## config.mk

```make
export PLATFORM = sky130hd
export DESIGN_NAME = mem_arbiter
export DESIGN_NICKNAME = d
export VERILOG_FILES = /design/src/rtl/mem_arb_pkg.sv /design/src/rtl/rr_arbiter.sv /design/src/rtl/mem_arbiter.sv
export SDC_FILE = /design/constraint.sdc
export NUM_CORES = 1
export LEC_CHECK = 0
export BUFFER_PORTS_ARGS = -buffer_cell sky130_fd_sc_hd__buf_2
export CAP_MARGIN = 30
export CORE_AREA = 10 10 208 210
export CTS_BUF_LIST = sky130_fd_sc_hd__clkbuf_4 sky130_fd_sc_hd__clkbuf_8 sky130_fd_sc_hd__clkbuf_16
export DETAILED_ROUTE_END_ITERATION = 6
export DIE_AREA = 0 0 218 220
export HOLD_SLACK_MARGIN = 0.08
export SETUP_SLACK_MARGIN = 0.05
export SLEW_MARGIN = 25
export SYNTH_ARGS = -nofsm -noshare
export SYNTH_HDL_FRONTEND = slang
export SYNTH_SLANG_ARGS = --single-unit
```

## constraint.sdc

```tcl
create_clock -name clk_i -period 5.9 [get_ports clk_i]
set_input_delay 1.18 -clock clk_i [delete_from_list [all_inputs] [get_ports clk_i]]
set_output_delay 1.18 -clock clk_i [all_outputs]
set_load 0.05 [all_outputs]
```

## src/rtl/mem_arb_pkg.sv

```systemverilog
// Shared types for the two-port line-transfer memory arbiter.
package mem_arb_pkg;

    localparam int unsigned LINE_WORDS_DEF = 4;

    typedef enum logic [1:0] {
        StIdle,
        StBurst,
        StDone
    } state_e;

    typedef logic [LINE_WORDS_DEF-1:0][31:0] line_t;

endpackage

```

## src/rtl/rr_arbiter.sv

```systemverilog
// Two-requester round-robin pick; last_i = 1 means port 1 was served most recently.
module rr_arbiter (
    input  logic [1:0] req_i,
    input  logic       last_i,
    output logic [1:0] gnt_o
);

    always_comb begin
        gnt_o = 2'b00;
        case (req_i)
            2'b01:   gnt_o = 2'b01;
            2'b10:   gnt_o = 2'b10;
            2'b11:   gnt_o = last_i ? 2'b01 : 2'b10;
            default: gnt_o = 2'b00;
        endcase
    end

endmodule

```

## src/rtl/mem_arbiter.sv

```systemverilog
// Arbitrates icache/dcache line transfers onto a single-beat memory port,
// moving one word per accepted beat and signalling completion with a done pulse.
module mem_arbiter
    import mem_arb_pkg::*;
#(
    parameter int unsigned LINE_WORDS = LINE_WORDS_DEF,
    parameter int unsigned ADDR_W     = 32
) (
    input  logic                     clk_i,
    input  logic                     rst_i,
    input  logic                     req0_i,
    input  logic                     req1_i,
    input  logic [ADDR_W-1:0]        addr0_i,
    input  logic [ADDR_W-1:0]        addr1_i,
    input  logic                     we0_i,
    input  logic                     we1_i,
    input  logic [LINE_WORDS*32-1:0] wdata0_i,
    input  logic [LINE_WORDS*32-1:0] wdata1_i,
    output logic                     gnt0_o,
    output logic                     gnt1_o,
    output logic                     done0_o,
    output logic                     done1_o,
    output logic [LINE_WORDS*32-1:0] rdata_o,
    output logic [ADDR_W-1:0]        mem_addr_o,
    output logic [31:0]              mem_dataW_o,
    output logic                     mem_MemRW_o,
    output logic                     mem_req_valid_o,
    input  logic [31:0]              mem_dataR_i,
    input  logic                     mem_valid_i
);

    localparam int unsigned BeatW = $clog2(LINE_WORDS);
    localparam logic [ADDR_W-1:0] BaseMask = ~ADDR_W'(LINE_WORDS - 1);

    state_e                      state_q, state_d;
    logic                        port_q, port_d;
    logic                        last_q, last_d;
    logic                        we_q, we_d;
    logic [ADDR_W-1:0]           addr_q, addr_d;
    logic [BeatW-1:0]            beat_q, beat_d;
    logic [LINE_WORDS-1:0][31:0] line_q, line_d;
    logic [1:0]                  rr_gnt;

    rr_arbiter u_rr (
        .req_i  ({req1_i, req0_i}),
        .last_i (last_q),
        .gnt_o  (rr_gnt)
    );

    always_comb begin
        state_d         = state_q;
        port_d          = port_q;
        last_d          = last_q;
        we_d            = we_q;
        addr_d          = addr_q;
        beat_d          = beat_q;
        line_d          = line_q;
        done0_o         = 1'b0;
        done1_o         = 1'b0;
        mem_req_valid_o = 1'b0;
        mem_addr_o      = '0;
        mem_dataW_o     = '0;
        mem_MemRW_o     = 1'b0;

        case (state_q)
            StIdle: begin
                if (|rr_gnt) begin
                    port_d  = rr_gnt[1];
                    we_d    = rr_gnt[1] ? we1_i : we0_i;
                    addr_d  = (rr_gnt[1] ? addr1_i : addr0_i) & BaseMask;
                    line_d  = rr_gnt[1] ? wdata1_i : wdata0_i;
                    beat_d  = '0;
                    state_d = StBurst;
                end
            end
            StBurst: begin
                mem_req_valid_o = 1'b1;
                // Base is line-aligned, so OR-ing the beat index cannot carry upward.
                mem_addr_o      = addr_q | ADDR_W'(beat_q);
                mem_MemRW_o     = we_q;
                mem_dataW_o     = line_q[beat_q];
                if (mem_valid_i) begin
                    if (!we_q) begin
                        line_d[beat_q] = mem_dataR_i;
                    end
                    beat_d = beat_q + BeatW'(1);
                    if (beat_q == BeatW'(LINE_WORDS - 1)) begin
                        state_d = StDone;
                    end
                end
            end
            StDone: begin
                done0_o = !port_q;
                done1_o = port_q;
                last_d  = port_q;
                state_d = StIdle;
            end
            default: state_d = StIdle;
        endcase

        gnt0_o  = (state_q != StIdle) && !port_q;
        gnt1_o  = (state_q != StIdle) && port_q;
        rdata_o = line_q;
    end

    always_ff @(posedge clk_i) begin
        if (rst_i) begin
            state_q <= StIdle;
            port_q  <= 1'b0;
            last_q  <= 1'b1;
            we_q    <= 1'b0;
            addr_q  <= '0;
            beat_q  <= '0;
            line_q  <= '0;
        end else begin
            state_q <= state_d;
            port_q  <= port_d;
            last_q  <= last_d;
            we_q    <= we_d;
            addr_q  <= addr_d;
            beat_q  <= beat_d;
            line_q  <= line_d;
        end
    end

endmodule

```

Yosys cells after proc, flatten, opt, wreduce, memory -nomap -nowiden
Cells that the tools add are included.

word-level totals
  word-level logic and storage cells = 63
  memories kept = 0
  input port bits = 359
  flip-flop bits (word level) = 165
  output and inout bits = 198
  bits in writable memories = 0
  bits in read-only memories = 0
  latch bits = 0

operators by class
  shifts and indexed selects = 0
  multipliers = 0
  multiplexer cells = 27
  divide/modulo/power cells = 0
  equal/unequal tests = 10
  add/subtract/negate cells = 1
  $lt $le $gt $ge = 2
  bitwise logic cells = 1
  reduce and logical (&&, ||, !) cells = 12

operators by type and width
  cell                                                               number
  two-way mux 128 bit                                                4
  one-hot mux 128 bit (2 select lines)                               1
  two-way mux 32 bit                                                 5
  bitwise mux 128 bit                                                1
  binary-select mux 32 bit (select 2 bit)                            1
  demux 32 bit (select 2 bit)                                        1
  OR 32 x 2 -> 32 bit                                                1
  two-way mux 2 bit                                                  6
  equality test 2 bit, second input constant                         4
  inequality test 2 bit, second input constant                       4
  one-hot mux 2 bit (2 select lines)                                 2
  one-hot mux 2 bit (3 select lines)                                 1
  AND reduction 3 bit                                                2
  two-way mux 1 bit                                                  5
  equality test 2 x 1 -> 1 bit, second input constant                2
  AND reduction 4 bit                                                1
  nonzero test 2 bit                                                 2
  logical AND 1 bit                                                  3
  less-than comparator 2 x 3 -> 1 bit, second input constant         1
  adder 2 x 1 -> 2 bit, second input constant                        1
  greater-or-equal comparator 2 x 1 -> 1 bit, second input constant  1
  zero test 2 bit                                                    1
  AND reduction 2 bit                                                1
  OR reduction 2 bit                                                 1
  zero test 1 bit                                                    1

Logic depth before layout (Yosys ltp)
Gate-level depths: netlist of run 1.

  depth after elaboration = 8
  gate-level depth with buffers = 9

Modules after synthesis
A second synthesis of run 1 with hierarchy kept.

unflattened totals
  cells, all modules = 1191
  area total of the unflattened synthesis = 10741.6 um^2

modules (own cells, without submodules)
  module       cells each  area each (um^2)  times used
  mem_arbiter  1188        10722.8           1
  rr_arbiter   3           18.8              1

Least setup slack after synthesis of run 1
OpenSTA, ideal clock, no wires.

  kind = register -> output
  start = register state_q[1]
  end = output mem_dataW_o[1]
  slack = 2.831 ns
  stages on the path, launching flop included = 6
  data arrival time = 1.889 ns
  cell sequence = dfxtp_1 -> nand2b_2 -> inv_2 -> buf_2 -> clkbuf_1 -> and2_1

on the way
  longest elaborated chain between the ends = 2

ends and longest elaborated chain
  item                          RTL line            text
  start, declared               mem_arbiter.sv:35   state_e state_q, state_d;
  start signal, assigned        mem_arbiter.sv:108  state_q <= StIdle;
  start signal, assigned        mem_arbiter.sv:116  state_q <= state_d;
  equality test 2 x 1 -> 1 bit  mem_arbiter.sv:65   case (state_q)
  two-way mux 32 bit            mem_arbiter.sv:65
  end, declared                 mem_arbiter.sv:25   output logic [31:0] mem_dataW_o,

No other way between the ends.

Final worst setup path of run 1
  start = register state_q[0]
  end = output mem_dataW_o[4]

Same word-level chain as after synthesis.

==> out/results.ini, run 1 <==
[run_status]
status = complete, no violations

[timing]
setup_viol = 0
max_slew_margin_pct = 36.9
finalSetupTns_ps = 0
finalHoldViolCount = 0
fin_skew_ps = 13.8
timing.fmax_mhz = 256
rsz0062_at_grt = no
slew_violations = 0
fin_crit_sh_pct = 66.3
setup_ws_ps = 1990
worst_slew_pin_slew_ps = 946
period_needed_ps = 3910

[cts]
clk_transition_reported_paths_ps = 70
clk_latency_ps = 440
cts_buffers = 17
ctsResizeCount = 0
cts_root_buf = clkbuf_16
cts.path.max_buffers = 2
postCtsHoldBufs = 0
clock-sinks = 165
postCtsSetupBuffers = 0
cts_max_level = 4
cts_tree = yes

[worst_setup_path]
cp-end-kind = output pin
worst_ep_required_time_ps = 4720
crit_arrival_ps = 2730
crit_chain = nand2b_2, inv_8, buf_12, and2_1, buf_2
critPathSlowestCell = inv_8
critPathMaxStageDelay_ps = 500
path_buf_inv = 3
crit_path_start_kind = flop
crit_family = buffers and inverters
path_max_fanout = 149
worstSetupPathType = reg2out

[floorplanning]
start_util_pct = 25.0
rows = 73
core_um2 = 39300
die_area_um2 = 48000
fp.dieH_um = 220
ioPinCount = 557
die_x_um = 218

[logic_synthesis]
ys_warn_count = 0
ys_types = 34
ys_seq_elements = 165
syn-cell-area_um2 = 9830
ys_seq_area_share_pct = 33.6
synthCells = 1329
synth.avg_cell_area_um2 = 7.40
synth.net_count = 1692

[grt]
grt_use_total_pct = 19.0
grt_max_degree = 153
antenna_found_initial = 2
grt_pass1_vias = 11700
grt-ovfl-total = 0
grt_pass1_wl_um = 70700

[routing]
wirelength_um = 48300
avgRoutedWirePerCell_um = 20.7
drc = 0
vias = 11800
drtAntennaViolNets = 0
drt_pass1_iterations = 5
vias_per_cell = 5.06
drtIter0Drc = 869

[pwr]
ir_worst_vdd_v = 0.000188
power_density_nw_per_um2 = 265
p_leak_uw = 0.00666
p_total_uw = 3590

[finish]
area_growth_pct = 38.2
nets = 2152
drive_above_1_share_pct = 36.4
layout_common_cells = nand2_1, buf_2, dfxtp_1
mostFrequentLayoutCell = nand2_1

[placement]
gp_congestion = 0.869
dp.final_hpwl_um = 35500
pre_cts_slack_ps = 2550
port-buffer-count = 552

[hold_path]
hold_class = reg2reg

[flow_run]
maxCapViolCount = 0

-- sequential cells by signal (all words and copies together) (netlist names) --
register	cells
rdata_o	128
addr_q	30
we_q	1
port_q	1
beat_q	2
last_q	1
state_q	2
-- worst paths after layout --
check | slack [ps] | depth (start not counted) | end | startpoint
setup / recovery | 1990 | 5 | mem_dataW_o[4] | state_q[0]$_SDFFE_PP0P_
hold / removal | 490 | 1 | rdata_o[9]$_SDFFE_PP0P_ | rdata_o[9]$_SDFFE_PP0P_
setup reg to reg | 3200 | 5 | rdata_o[13]$_SDFFE_PP0P_ | beat_q[1]$_SDFFE_PP0P_
hold reg to reg | 490 | 1 | rdata_o[9]$_SDFFE_PP0P_ | rdata_o[9]$_SDFFE_PP0P_
-- cell families after synthesis --
group                      Yosys count  share of synthesized area (%)
AOI/OAI and AO/OA                  302                           23.8
adders and majority gates            4                          0.509
buffers and inverters              136                           6.43
DFF                                165                           33.6
muxes                               32                           7.33
and+or+nand+nor                    690                           28.3
-- worst reg2reg max path, stage by stage (launching register included) --
cell and delay (ps):
dfxtp_4 920, inv_1 230, ha_2 450, a311oi_4 280
buf_4 520, a32o_1 240
-- report_power, final --
| group | switching (µW) | total, µW | internal (µW) | leakage (µW) |
|---|---|---|---|---|
| registers | 81.4 | 1300 | 1220 | 0.00136 |
| logic | 804 | 1170 | 363 | 0.00501 |
| clock network | 480 | 1130 | 650 | 0.000291 |
-- synthesized netlist by cell type (all sizes together) --
cell / number / area share (%)
nand3b: 1 / 0.076
mux4: 32 / 7.3
nor3: 1 / 0.051
a32o: 128 / 13
a211o: 1 / 0.089
o21bai: 1 / 0.076
and2: 64 / 4.1
a21oi: 130 / 6.6
or3b: 1 / 0.089
a311oi: 34 / 3.2
a211oi: 2 / 0.33
nand2b: 3 / 0.22
clkbuf: 77 / 2.9
ha: 4 / 0.51
a22oi: 2 / 0.15
or2: 1 / 0.064
and4bb: 1 / 0.13
nor2: 42 / 1.6
a21boi: 1 / 0.11
buf: 55 / 3.3
inv: 4 / 0.15
nand2: 576 / 22
a21bo: 1 / 0.10
o21ai: 2 / 0.10
dfxtp: 165 / 34
-- cell type report --
| cell class | instances | area, µm² |
|---|---|---|
| diodes | 2 | 5.00 |
| clock buffers | 22 | 469 |
| clock inverters | 9 | 106 |
| fillers | 4261 | 25700 |
| inverters | 4 | 22.5 |
| multi-input cells | 1028 | 5960 |
| flip-flops and latches | 165 | 3310 |
| well taps | 525 | 657 |
| repair buffers | 573 | 3060 |
-- metrics by stage --
stage	hold slack (ps)	cells	utilization, %	cell area [µm²]
after detailed placement	471	2292	32.9	12900
after global routing	502	2327	34.6	13600
final	487	2328	34.6	13600
after global placement	463	2289	32.7	12900
after CTS	487	2323	34.4	13500
after floorplan	472	1329	-	9830
-- routing by layer --
metal  global-route usage, %  up-vias  share of wire [%]
met1                    21.7     5587                 38
li1                        -     5545                  -
met4                    7.22        0                2.7
met2                    32.9      587                 50
met5                       0        -                  0
met3                    5.55       62                8.8
(Power assumes the default switching activity.)
==> run 2: changes to the inputs <==
--- a/config.mk
+++ b/config.mk
@@ -5,12 +5,13 @@
 export SDC_FILE = /design/constraint.sdc
 export NUM_CORES = 1
 export LEC_CHECK = 0
+export ABC_AREA = 1
 export BUFFER_PORTS_ARGS = -buffer_cell sky130_fd_sc_hd__buf_2
 export CAP_MARGIN = 30
-export CORE_AREA = 10 10 208 210
+export CORE_AREA = 10 10 210 212
 export CTS_BUF_LIST = sky130_fd_sc_hd__clkbuf_4 sky130_fd_sc_hd__clkbuf_8 sky130_fd_sc_hd__clkbuf_16
 export DETAILED_ROUTE_END_ITERATION = 6
-export DIE_AREA = 0 0 218 220
+export DIE_AREA = 0 0 220 222
 export HOLD_SLACK_MARGIN = 0.08
 export SETUP_SLACK_MARGIN = 0.05
 export SLEW_MARGIN = 25
==> constraint.sdc (replaced) <==
create_clock -name clk_i -period 3.15 [get_ports clk_i]
set_input_delay 0.63 -clock clk_i [delete_from_list [all_inputs] [get_ports clk_i]]
set_output_delay 0.63 -clock clk_i [all_outputs]
set_load 0.05 [all_outputs]
==> out/results.ini, run 2 <==
[run_status]
status = complete, no violations

[routing]
wirelength_um = 60700
drc = 0
vias = 15000
vias_per_cell = 4.73
drtIter0Drc = 928
drt_pass1_iterations = 7
drtAntennaViolNets = 0
avgRoutedWirePerCell_um = 19.1

[logic_synthesis]
ys_seq_elements = 165
synthMuxAreaShare_pct = 0
synth_top_area_share_pct = 27.2
synth_flop_cell = dfxtp_1
synthXorXnorAreaFrac_pct = 0
synth.avg_cell_area_um2 = 5.55
ys_types = 27
async_flop_share_pct = 0
synth-simple-area-share_pct = 46.6
synthCells = 2189
synth_top_family_by_area = simple AND/OR/NAND/NOR gates
synthAdderAreaFrac_pct = 0.412
synth-compound-area-share_pct = 9.94
synth.net_count = 2552
synth_area_leader_cell = dfxtp_1
synth_edf_count = 0
netlist_top_cells_area = dfxtp_1, nand2_1, inv_1
ys_warn_count = 0
ys_seq_area_share_pct = 27.2
yosysMostFrequentCell = nand2_1
synth_common_cells = nand2_1, inv_1, nor2_1, dfxtp_1, nand3_1
syn-cell-area_um2 = 12200

[pwr]
ir_worst_vdd_v = 0.000382
power_density_nw_per_um2 = 497
p_int_uw = 4390
sw_frac_of_total_pct = 45.0
p_seq_share_pct = 31.8
p_clk_share_pct = 25.9
p_leak_uw = 0.00909
power_frac_comb_pct = 42.3
power_switching_uw = 3590

[grt]
grt_pass1_vias = 14800
grt_pass1_wl_um = 89000
grt_max_degree = 130
grt-ovfl-total = 0
grt_use_total_pct = 23.8
antenna_found_initial = 4

[timing]
finalSetupTns_ps = 0
hold_ws_ps = 442
worst_slew_pin_slew_ps = 786
slew_violations = 0
setup_viol = 0
finalHoldViolCount = 0
max_slew_margin_pct = 47.6
setup_ws_ps = 35.5
timing.fmax_mhz = 321
period_needed_ps = 3110
rsz0062_at_grt = no
fin_crit_sh_pct = 98.9
fin_skew_ps = 11.3

[worst_setup_path]
path_max_fanout = 51
crit_path_start_kind = flop
crit_arrival_ps = 2480
worst_ep_required_time_ps = 2520
r2r_slack_ps = 780
reg2reg_to = rdata_o[125]$_SDFFE_PP0P_
cp-end-kind = output pin
worstSetupPathType = reg2out
worst-r2r-cell-count = 9
regToRegStartpoint = state_q[0]$_SDFFE_PP0P_

[cts]
cts_tree = yes
clk_latency_ps = 440
cts_root_buf = clkbuf_16
cts.path.max_buffers = 2
clock-sinks = 165
clk_transition_reported_paths_ps = 70
postCtsSetupBuffers = 0
cts_buffers = 17
cts_max_level = 4

[finish]
largest_reg_flops = 128
multi_input_area_um2 = 6950
area_growth_pct = 32.0
seq_area_um2 = 3310
layout_common_cells = nand2_1, buf_2, inv_1
mostFrequentLayoutCell = nand2_1
drive_above_1_share_pct = 24.3
final_cells = 3182
fillers = 4449
nets = 3003

[floorplanning]
core_um2 = 39600
fp.dieH_um = 222
rows = 73
start_util_pct = 30.7
die_x_um = 220
ioPinCount = 557
die_area_um2 = 48800

[placement]
port-buffer-count = 552
gp_congestion = 0.923
pre_cts_slack_ps = 547
dp.final_hpwl_um = 46500
dpl.cell_count = 3146

[flow_run]
maxCapViolCount = 0

[hold_path]
min-delay-start = addr1_i[7]
hold_class = in2reg
hold_depth = 3
hold_end = addr_q[7]$_SDFFE_PP0P_

-- run 2: changes by cell type after synthesis, sizes merged, moves of 16 or more --
cell / previous run / this run
inv: 4 / 326
nand3b: 1 / 128
a311oi: 34 / 0
clkbuf: 77 / 93
nand3: 0 / 151
a32o: 128 / 0
nand2: 576 / 692
and2: 64 / 0
o21ai: 2 / 98
nor2: 42 / 326
a31oi: 0 / 31
a21oi: 130 / 101
mux4: 32 / 0
-- run 2: power by group through the flow --
| stage | clock [µW] | sequential, µW | combinational, µW |
|---|---|---|---|
| 2_1_floorplan | 0 | 3300 | 1560 |
| 6_report | 2060 | 2540 | 3380 |
| 5_1_grt | 2210 | 2570 | 3700 |
| 3_5_place_dp | 0 | 2580 | 3410 |
| 3_3_place_gp | 0 | 2570 | 3380 |
| 4_1_cts | 2130 | 2540 | 3420 |
-- run 2: cell type report --
type | count | area share (%)
Multi-Input combinational cell | 1538 | 43.3
Timing Repair Buffer | 590 | 20.7
Sequential cell | 165 | 20.6
Inverter | 328 | 7.75
Tap cell | 525 | 4.09
Clock buffer | 22 | 3.04
Clock inverter | 10 | 0.437
Antenna cell | 4 | 0.0624
-- run 2: worst max path at each step --
stage / slack [ps] / to / cells past startpoint / startpoint
final: 40 / mem_dataW_o[28] / 5 / beat_q[0]$_SDFFE_PP0P_
after global routing: 50 / mem_dataW_o[28] / 6 / beat_q[0]$_SDFFE_PP0P_
after CTS: 100 / mem_dataW_o[23] / 6 / beat_q[0]$_SDFFE_PP0P_
after detailed placement: 550 / mem_dataW_o[23] / 5 / state_q[0]$_SDFFE_PP0P_
after global placement: 570 / mem_dataW_o[23] / 5 / state_q[0]$_SDFFE_PP0P_
after floorplan: 550 / mem_dataW_o[0] / 8 / state_q[0]$_SDFFE_PP0P_
-- run 2: logic make-up (layout without fill, tap and decap cells) --
group,after synthesis,in the layout
AND/OR/NAND/NOR,1303,1303
buffers and inverters,486,950
AO/OA/AOI/OAI,231,231
flip-flops,165,165
adder cells (fa/ha/maj),4,4
other,0,4
-- run 2: repair_timing --
action | in CTS | in global routing
hold buffers | 0 | 0
gates resized for setup | 1 | 1
endpoints found under the hold margin | 0 | 0
endpoints found under the setup margin | 4 | 1
-- run 2: per-stage QoR --
| step | power [µW] | util (%) | area (µm²) |
|---|---|---|---|
| final | 7980 | 40.5 | 16100 |
| after global routing | 8470 | 40.5 | 16000 |
| after CTS | 8080 | 40.5 | 16000 |
| after detailed placement | 5990 | 39.0 | 15500 |
| after global placement | 5950 | 39.0 | 15500 |
| after floorplan | 4860 | - | 12200 |
-- run 2: critical path, cell delays in order (launching register included) --
cell	delay (ps)
dfxtp_2	580
inv_2	100
buf_12	190
o21ai_0	620
a21oi_1	270
buf_12	220
-- run 2: layer usage --
metal / vias to the layer above / global-route usage, % / share of wire (%)
li1: 7581 / - / -
met1: 6815 / 25.8 / 38
met2: 564 / 42.3 / 50
met3: 89 / 6.34 / 8.1
met4: 0 / 10.5 / 3.9
met5: - / 0 / 0
==> run 3: changes to the inputs <==
--- a/config.mk
+++ b/config.mk
@@ -8,7 +8,7 @@
 export ABC_AREA = 1
 export BUFFER_PORTS_ARGS = -buffer_cell sky130_fd_sc_hd__buf_2
 export CAP_MARGIN = 30
-export CORE_AREA = 10 10 210 212
+export CORE_AREA = 4 4 216 218
 export CTS_BUF_LIST = sky130_fd_sc_hd__clkbuf_4 sky130_fd_sc_hd__clkbuf_8 sky130_fd_sc_hd__clkbuf_16
 export DETAILED_ROUTE_END_ITERATION = 6
 export DIE_AREA = 0 0 220 222
==> out/results.ini, run 3 (synthesis results as in run 2) <==
[timing]
slew_violations = 0
rsz0062_at_grt = no
finalHoldViolCount = 0
period_needed_ps = 2910
worst_slew_pin_slew_ps = 744
finalSetupTns_ps = 0
setup_viol = 0
fin_skew_ps = 6.93
timing.fmax_mhz = 344
max_slew_margin_pct = 50.4
fin_crit_sh_pct = 92.3

[routing]
drtAntennaViolNets = 0
vias_per_cell = 4.62
drc = 0
drtIter0Drc = 993
drt_pass1_iterations = 5
vias = 15100
avgRoutedWirePerCell_um = 18.0
wirelength_um = 58600

[finish]
drive_above_1_share_pct = 24.5
mostFrequentLayoutCell = nand2_1
largest_reg_flops = 128
area_growth_pct = 33.7
fillers = 5128
nets = 3008
final_area_um2 = 16300
final_cells = 3261
layout_common_cells = nand2_1, buf_2, inv_1

[cts]
cts_root_buf = clkbuf_16
postCtsSetupBuffers = 0
clk_latency_ps = 450
postCtsHoldBufs = 0
cts.path.max_buffers = 2
cts_max_level = 4
clk_transition_reported_paths_ps = 80
cts_tree = yes
clock-sinks = 165
ctsResizeCount = 2
cts_buffers = 17

[worst_setup_path]
crit_arrival_ps = 2280
path_max_fanout = 85
cp-end-kind = output pin
worstSetupPathType = reg2out
worst-r2r-cell-count = 9
crit_path_start_kind = flop
regToRegStartpoint = beat_q[1]$_SDFFE_PP0P_
startpoint = state_q[0]$_SDFFE_PP0P_
worst_ep_required_time_ps = 2520

[hold_path]
min-delay-start = addr1_i[30]
hold_depth = 3
hold_class = in2reg

[flow_run]
maxCapViolCount = 0

[pwr]
p_leak_uw = 0.00913
p_total_uw = 8190
power_density_nw_per_um2 = 504
ir_worst_vdd_v = 0.000288

[grt]
grt_pass1_wl_um = 84300
grt_max_degree = 129
grt_use_total_pct = 22.7
grt-ovfl-total = 0
antenna_found_initial = 7
grt_pass1_vias = 13800

[placement]
dp.final_hpwl_um = 44300
placed_cell_area_um2 = 15600
gp_congestion = 0.918
dpl.cell_count = 3226
port-buffer-count = 552

[floorplanning]
core_um2 = 44900
die_x_um = 220
start_util_pct = 27.1
ioPinCount = 557
fp.dieH_um = 222
rows = 78
die_area_um2 = 48800

[run_status]
status = complete, no violations

## run 3: cell types whose count changed in the layout (fill, tap and decap cells not counted), sizes merged
cell      before  now
diode          4    3
clkinv         6    4
inv          330  336
clkinvlp       2    1
buf          590  595
clkbuf        22   17
bufinv         0    2
## run 3: metal layers
layer  part of all wire, %  up-vias  GRT usage [%]  wire (µm)
li1                      -     7598              -          -
met1                    39     6860           25.9      22900
met2                    51      532           41.6      29900
met3                   6.8       69           4.55       3980
met4                   3.1        8           7.98       1820
met5                 0.077        -              0         45
## run 3: through the flow
stage	setup WS, ps	util [%]	hold WS (ps)
floorplan	550	-	436
global placement	506	34.8	493
detailed placement	527	34.8	498
CTS	183	36.2	397
global route	56.2	36.2	420
finish	244	36.2	435
## run 3: area by class of cell
class	count	area (µm²)	area share, %
Multi-Input combinational cell	1538	6960	42.8
Timing Repair Buffer	595	3380	20.8
Sequential cell	165	3310	20.4
Inverter	328	1250	7.66
Tap cell	600	751	4.62
Clock buffer	17	425	2.62
Clock inverter	15	190	1.17
Antenna cell	3	7.51	0.0462
## run 3: worst paths after layout
kind / to / slack, ps
setup reg to reg: rdata_o[79]$_SDFFE_PP0P_ / 820
hold reg to reg: port_q$_SDFFE_PP0P_ / 520
hold / removal: addr_q[30]$_SDFFE_PP0P_ / 430
setup / recovery: mem_dataW_o[31] / 240
## run 3: worst max-delay path, cell delays in order, from the launching register on
cell and delay, ps:
dfxtp_2 480, inv_1 100, nor2_2 260, inv_8 250, buf_12 260, a21oi_1 150, buf_2 290
## run 3: where the power goes
group          switching (µW)  leakage (µW)  internal [µW]
clock network            1070      0.000298           1210
registers                 168       0.00137           2350
logic                    2440       0.00746            943
total                    3680       0.00913           4500
